### src/rtl/ps2_ascii_rx.sv
// PS/2 keyboard receiver: scan-code set 2 to ASCII strobes.
// Optional: PS2_REPEAT_FILTER_EN suppresses typematic repeats.
module ps2_ascii_rx #(
    parameter int SYNC_STAGES = 3,
    parameter int TIMEOUT_CYC = 50000,
    parameter int CNT_W       = 16
) (
    input  logic       clk,
    input  logic       reset,
    input  logic       ps2_clk,
    input  logic       ps2_data,
    output logic [7:0] key_out,
    output logic       p_valid,
    output logic       frame_err,
    output logic       shift_held,
    output logic [7:0] last_scan
);

    typedef enum logic [1:0] {
        IDLE,
        BRK,
        EXT,
        EXT_BRK
    } dec_st_t;

    localparam logic [7:0] SC_BRK = 8'hF0;
    localparam logic [7:0] SC_EXT = 8'hE0;
    localparam logic [7:0] SC_LSH = 8'h12;
    localparam logic [7:0] SC_RSH = 8'h59;
    localparam logic [7:0] SC_ENT = 8'h5A;
    localparam logic [CNT_W-1:0] TMO_LAST =
        CNT_W'(TIMEOUT_CYC - 1);

    logic [SYNC_STAGES-1:0] clk_sync;
    logic [SYNC_STAGES-1:0] dat_sync;
    logic                   clk_s;
    logic                   dat_s;
    logic                   clk_prev;
    logic                   fall;

    logic [3:0]       bit_cnt;
    logic [CNT_W-1:0] tmo;
    logic [7:0]       sh_data;
    logic             start_b;
    logic             par_b;
    logic             frame_ok;
    logic             byte_stb;

    dec_st_t    st;
    logic [9:0] map_res;
    logic       map_hit;
    logic       map_let;
    logic [7:0] map_chr;
    logic [7:0] emit_chr;
    logic       is_shift;

`ifdef PS2_REPEAT_FILTER_EN
    logic [7:0] held;
`endif

    // Scan code lookup: {hit, is_letter, lowercase ascii}
    function automatic logic [9:0] map_code(
        input logic [7:0] sc
    );
        logic [9:0] r;
        r = 10'd0;
        case (sc)
            8'h1C: r = {2'b11, 8'h61};
            8'h32: r = {2'b11, 8'h62};
            8'h21: r = {2'b11, 8'h63};
            8'h23: r = {2'b11, 8'h64};
            8'h24: r = {2'b11, 8'h65};
            8'h2B: r = {2'b11, 8'h66};
            8'h34: r = {2'b11, 8'h67};
            8'h33: r = {2'b11, 8'h68};
            8'h43: r = {2'b11, 8'h69};
            8'h3B: r = {2'b11, 8'h6A};
            8'h42: r = {2'b11, 8'h6B};
            8'h4B: r = {2'b11, 8'h6C};
            8'h3A: r = {2'b11, 8'h6D};
            8'h31: r = {2'b11, 8'h6E};
            8'h44: r = {2'b11, 8'h6F};
            8'h4D: r = {2'b11, 8'h70};
            8'h15: r = {2'b11, 8'h71};
            8'h2D: r = {2'b11, 8'h72};
            8'h1B: r = {2'b11, 8'h73};
            8'h2C: r = {2'b11, 8'h74};
            8'h3C: r = {2'b11, 8'h75};
            8'h2A: r = {2'b11, 8'h76};
            8'h1D: r = {2'b11, 8'h77};
            8'h22: r = {2'b11, 8'h78};
            8'h35: r = {2'b11, 8'h79};
            8'h1A: r = {2'b11, 8'h7A};
            8'h45: r = {2'b10, 8'h30};
            8'h16: r = {2'b10, 8'h31};
            8'h1E: r = {2'b10, 8'h32};
            8'h26: r = {2'b10, 8'h33};
            8'h25: r = {2'b10, 8'h34};
            8'h2E: r = {2'b10, 8'h35};
            8'h36: r = {2'b10, 8'h36};
            8'h3D: r = {2'b10, 8'h37};
            8'h3E: r = {2'b10, 8'h38};
            8'h46: r = {2'b10, 8'h39};
            8'h29: r = {2'b10, 8'h20};
            8'h5A: r = {2'b10, 8'h0A};
            8'h66: r = {2'b10, 8'h08};
            default: r = 10'd0;
        endcase
        return r;
    endfunction

    assign clk_s = clk_sync[SYNC_STAGES-1];
    assign dat_s = dat_sync[SYNC_STAGES-1];
    assign fall  = clk_prev & ~clk_s;

    assign frame_ok = ~start_b
                    & (^{sh_data, par_b})
                    & dat_s;

    assign map_res  = map_code(last_scan);
    assign map_hit  = map_res[9];
    assign map_let  = map_res[8];
    assign map_chr  = map_res[7:0];
    assign emit_chr = (map_let && shift_held)
                    ? map_chr - 8'd32
                    : map_chr;
    assign is_shift = (last_scan == SC_LSH)
                    || (last_scan == SC_RSH);

    // Bring the asynchronous keyboard lines into clk domain
    always_ff @(posedge clk or negedge reset) begin
        if (!reset) begin
            clk_sync <= '1;
            dat_sync <= '1;
            clk_prev <= 1'b1;
        end else begin
            clk_sync <= {clk_sync[SYNC_STAGES-2:0], ps2_clk};
            dat_sync <= {dat_sync[SYNC_STAGES-2:0], ps2_data};
            clk_prev <= clk_s;
        end
    end

    // Shift in frame bits on ps2_clk falls; check at stop bit
    always_ff @(posedge clk or negedge reset) begin
        if (!reset) begin
            bit_cnt   <= 4'd0;
            tmo       <= '0;
            sh_data   <= 8'd0;
            start_b   <= 1'b0;
            par_b     <= 1'b0;
            byte_stb  <= 1'b0;
            frame_err <= 1'b0;
            last_scan <= 8'd0;
        end else begin
            byte_stb  <= 1'b0;
            frame_err <= 1'b0;
            if (fall) begin
                tmo <= '0;
                if (bit_cnt == 4'd0) begin
                    start_b <= dat_s;
                end else if (bit_cnt <= 4'd8) begin
                    sh_data <= {dat_s, sh_data[7:1]};
                end else if (bit_cnt == 4'd9) begin
                    par_b <= dat_s;
                end
                if (bit_cnt == 4'd10) begin
                    bit_cnt <= 4'd0;
                    if (frame_ok) begin
                        byte_stb  <= 1'b1;
                        last_scan <= sh_data;
                    end else begin
                        frame_err <= 1'b1;
                    end
                end else begin
                    bit_cnt <= bit_cnt + 4'd1;
                end
            end else if (bit_cnt != 4'd0) begin
                // stalled partial frame is silently dropped
                if (tmo == TMO_LAST) begin
                    tmo     <= '0;
                    bit_cnt <= 4'd0;
                end else begin
                    tmo <= tmo + 1'b1;
                end
            end else begin
                tmo <= '0;
            end
        end
    end

    // Prefix/shift tracking and ASCII emit, one step per good byte
    always_ff @(posedge clk or negedge reset) begin
        if (!reset) begin
            st         <= IDLE;
            shift_held <= 1'b0;
            key_out    <= 8'd0;
            p_valid    <= 1'b0;
`ifdef PS2_REPEAT_FILTER_EN
            held       <= 8'd0;
`endif
        end else begin
            p_valid <= 1'b0;
            if (byte_stb) begin
                case (st)
                    IDLE: begin
                        if (last_scan == SC_BRK) begin
                            st <= BRK;
                        end else if (last_scan == SC_EXT) begin
                            st <= EXT;
                        end else if (is_shift) begin
                            shift_held <= 1'b1;
                        end else if (map_hit) begin
`ifdef PS2_REPEAT_FILTER_EN
                            if (last_scan != held) begin
                                key_out <= emit_chr;
                                p_valid <= 1'b1;
                                held    <= last_scan;
                            end
`else
                            key_out <= emit_chr;
                            p_valid <= 1'b1;
`endif
                        end
                    end
                    BRK: begin
                        if (is_shift) begin
                            shift_held <= 1'b0;
                        end
`ifdef PS2_REPEAT_FILTER_EN
                        if (last_scan == held) begin
                            held <= 8'd0;
                        end
`endif
                        st <= IDLE;
                    end
                    EXT: begin
                        if (last_scan == SC_BRK) begin
                            st <= EXT_BRK;
                        end else begin
                            st <= IDLE;
                            if (last_scan == SC_ENT) begin
                                key_out <= 8'h0A;
                                p_valid <= 1'b1;
                            end
                        end
                    end
                    EXT_BRK: begin
                        st <= IDLE;
                    end
                    default: begin
                        st <= IDLE;
                    end
                endcase
            end
        end
    end

endmodule

### config.mk
export PLATFORM = sky130hd
export DESIGN_NAME = ps2_ascii_rx
export DESIGN_NICKNAME = d
export VERILOG_FILES = /design/src/rtl/ps2_ascii_rx.sv
export SDC_FILE = /design/constraint.sdc
export NUM_CORES = 1
export LEC_CHECK = 0
export ABC_AREA = 1
export BUFFER_PORTS_ARGS = -buffer_cell sky130_fd_sc_hd__buf_2
export CORE_MARGIN = 10
export CORE_UTILIZATION = 60
export DETAILED_ROUTE_END_ITERATION = 8
export GPL_TIMING_DRIVEN = 0
export PLACE_DENSITY_LB_ADDON = 0.08
export SLEW_MARGIN = 20
export SYNTH_ARGS = -nofsm -noshare
export SYNTH_HDL_FRONTEND = slang
export SYNTH_SLANG_ARGS = --single-unit
### constraint.sdc
create_clock -name clk -period 5.5 [get_ports clk]
set_input_delay 0.275 -clock clk [delete_from_list [all_inputs] [get_ports clk]]
set_output_delay 0.275 -clock clk [all_outputs]
set_load 0.02 [all_outputs]
==> key figures <==
Synth
  – Most frequent cell after synthesis: nand2_1
  – Yosys warns: 0
  – Post-synthesis net count: 476
  – Area fraction of the dominant cell type after synthesis: 0.373
  – Post-synth EDFFs: 0
  – Register area share after synthesis: 0.426
  – Avg Cell Area, Syn: 7.54 µm²
  – Number of distinct library cells after synthesis: 35
  – Synth Register Bits: 59
  – Mapped Area: 0.00349 mm²
  – Ys async rst share: 1.00
  – Most frequent cells after synthesis: nand2_1, inv_1, dfrtp_1
  – Syn Inst Count: 463
  – Top_reg_cell synth: dfrtp_1
  – Area leader, netlist: dfrtp_1
  – Synth area leaders: dfrtp_1, nand2_1, inv_1

Finish
  – Final nets: 509
  – Fillers: 459
  – Proportion of layout cells with a drive suffix above 1: 0.176
  – # diodes: 0
  – Post-Layout Cell Count: 573
  – Layout Utilization: 0.703
  – Syn-to-layout area delta: 12.4%

CTS
  – Hold buffer count at cts: 0
  – Root buffer cell: clkbuf_8
  – Clock latency on the worst-skew pair: 0.33 ns
  – Clk sinks: 59
  – CTS tree: yes
  – TritonCTS Buffers: 9
  – Post-CTS resize count: 0
  – Clock Path Buffers: 2
  – Postcts setup bufs: 0
  – H-tree depth: 3
  – Clock transition at the registers of the reported paths: 0.07 ns

Setup path
  – WP data arrival: 2.67 ns
  – Crit-path cells: inv_1 -> ha_1 -> nand2_1 -> nand2_1 -> nand2_1 -> nand3_1 -> nand3_1 -> nand2_1 -> inv_1 -> ha_1 -> a21oi_1 -> nand2_1 -> o21ai_2
  – Setup crit end kind: flop
  – Most frequent CP cell: nand2_1
  – Critical path class: flop to flop
  – Worst-path maximum fanout: 8
  – FF-to-FF End: key_out[6]
  – R2r setup slk: 3.10 ns
  – CP required: 5.77 ns
  – Max stage delay on crit path: 0.47 ns
  – Crit-path slowest cell: dfrtp_1
  – CP Launch Type: flop
  – Crit path max-delay family: simple AND/OR/NAND/NOR gates
  – Bufs and invs on worst path: 2
  – Reg2Reg Launch Point: last_scan[1]
  – R2r worst-path depth: 13
  – Crit path from: last_scan[1]

Drt
  – Total Routed Length: 8140 µm
  – Vias: 3193
  – Via density: 5.57
  – Remaining antenna violation count: 0
  – Residual DRC: 0
  – 1st-iter DRT viols: 213
  – DRT Pass-1 Iters: 5
  – Post-DR wirelength/cell: 14.2 µm

Power
  – Leakage: 0.00192 µW
  – Switching Share: 0.318
  – Peak supply drop: 0.300 mV
  – Clock Power Share: 0.351
  – Overall Power: 1280 µW
  – Internal power: 873 µW
  – Psw: 408 µW
  – P per Cell Area: 327 mW/mm²
  – Logic pwr share: 0.226
  – Flop pwr share: 0.423

STA
  – Setup Viol. Count Final: 0
  – Setup TNS Final: 0 ns
  – Post-route minimum period: 2.40 ns
  – Worst clock skew: 0.0106 ns
  – Slew Viols, Final: 0
  – Worst-Margin Slew: 0.726 ns
  – Slew headroom: 0.516
  – FMAX: 416 MHz
  – Unrepaired setup endpoints after global routing: no
  – Hold slack: 0.00414 ns
  – Final Cycle Share: 0.437
  – Final hold vios: 0

Placed design
  – Detailed placement HPWL: 5940 µm
  – Placed cell count: 557
  – RD Place Congestion: 0.980
  – PortBufs: 22

Global routing
  – Largest net degree at the start of global routing: 60
  – Initial antenna violation count: 0
  – Grt total ovfl: 0
  – GRT Overall Usage: 0.185
  – First-pass GRT wire length: 13700 µm
  – Vias in the first global route: 3047

Run status
  – Outcome: finished, final reports clean

Die
  – Full die area: 0.00927 mm²
  – Die height: 96.3 µm
  – Area of the core: 0.00557 mm²
  – I/O Pins: 23
  – Initial core utilization: 0.626
  – Row Count: 27
  – Die X: 96.3 µm

Hold path
  – Hold WC Path Type: primary input to asynchronous set/reset pin

Flow run
  – Max-Cap Viols: 0
## power groups by stage
stage / clock network (µW) / registers (µW) / logic (µW)
final: 450 / 542 / 290
after global routing: 473 / 550 / 332
after CTS: 454 / 542 / 290
after detailed placement: 0 / 550 / 284
after global placement: 0 / 545 / 271
after floorplan: 0 / 540 / 222
## placed cells by master, fill, tap and decap left out, drive strengths merged, types with 5 or more instances in the layout
cell type	netlist	routed
a21oi	21	21
buf	8	30
clkbuf	1	13
dfrtp	52	52
dfstp	7	7
ha	9	9
inv	61	61
nand2	130	130
nand3	37	37
nand4	6	6
nor2	52	52
nor3	9	9
o21ai	46	46
xnor2	5	5
## cell type report
class | instances | area (µm²) | area share
inverters | 61 | 229 | 0.0584
clock buffers | 12 | 155 | 0.0396
clock inverters | 4 | 73.8 | 0.0188
repair buffers | 22 | 113 | 0.0287
flip-flops and latches | 59 | 1490 | 0.379
well taps | 72 | 90.1 | 0.0230
multi-input cells | 334 | 1700 | 0.433
plain buffers | 9 | 77.6 | 0.0198
## stage by stage
stage                     cell area, µm²  worst slack, ns
after floorplan                     3490             3.32
after global placement              3690             3.15
after detailed placement            3690             3.12
after CTS                           3920             3.11
after global routing                3920             2.86
final                               3920             3.10
## worst max-delay path by stage
stage | to | slack [ns] | depth (start not counted)
2_1_floorplan | key_out[6] | 3.32 | 12
6_report | key_out[6] | 3.10 | 13
3_3_place_gp | key_out[6] | 3.15 | 13
3_5_place_dp | key_out[6] | 3.12 | 13
5_1_grt | key_out[6] | 2.86 | 13
4_1_cts | key_out[6] | 3.11 | 13
## state kept, by name, summed over array words and instances (netlist names)
| signal | count |
|---|---|
| sh_data | 8 |
| bit_cnt | 4 |
| last_scan | 8 |
| frame_err | 1 |
| dat_sync | 3 |
| start_b | 1 |
| shift_held | 1 |
| byte_stb | 1 |
| clk_prev | 1 |
| clk_sync | 3 |
| par_b | 1 |
| st | 2 |
| tmo | 16 |
| p_valid | 1 |
| key_out | 8 |
## cells by family after synthesis
family | share of synthesized area
buf+inv | 0.0878
compound gates | 0.137
simple gates | 0.295
xor+xnor | 0.0226
flops | 0.426
fa+ha+maj | 0.0323
## per-layer routing
layer | global-route usage | part of all wire | routed length [µm] | vias up
met3 | 0.0451 | 0.060 | 487 | 20
li1 | - | - | - | 1569
met5 | 0 | 0 | 0 | -
met1 | 0.217 | 0.42 | 3450 | 1514
met4 | 0.0799 | 0.028 | 227 | 0
met2 | 0.314 | 0.49 | 3980 | 90
No activity file was read; power rests on OpenSTA's default activity.
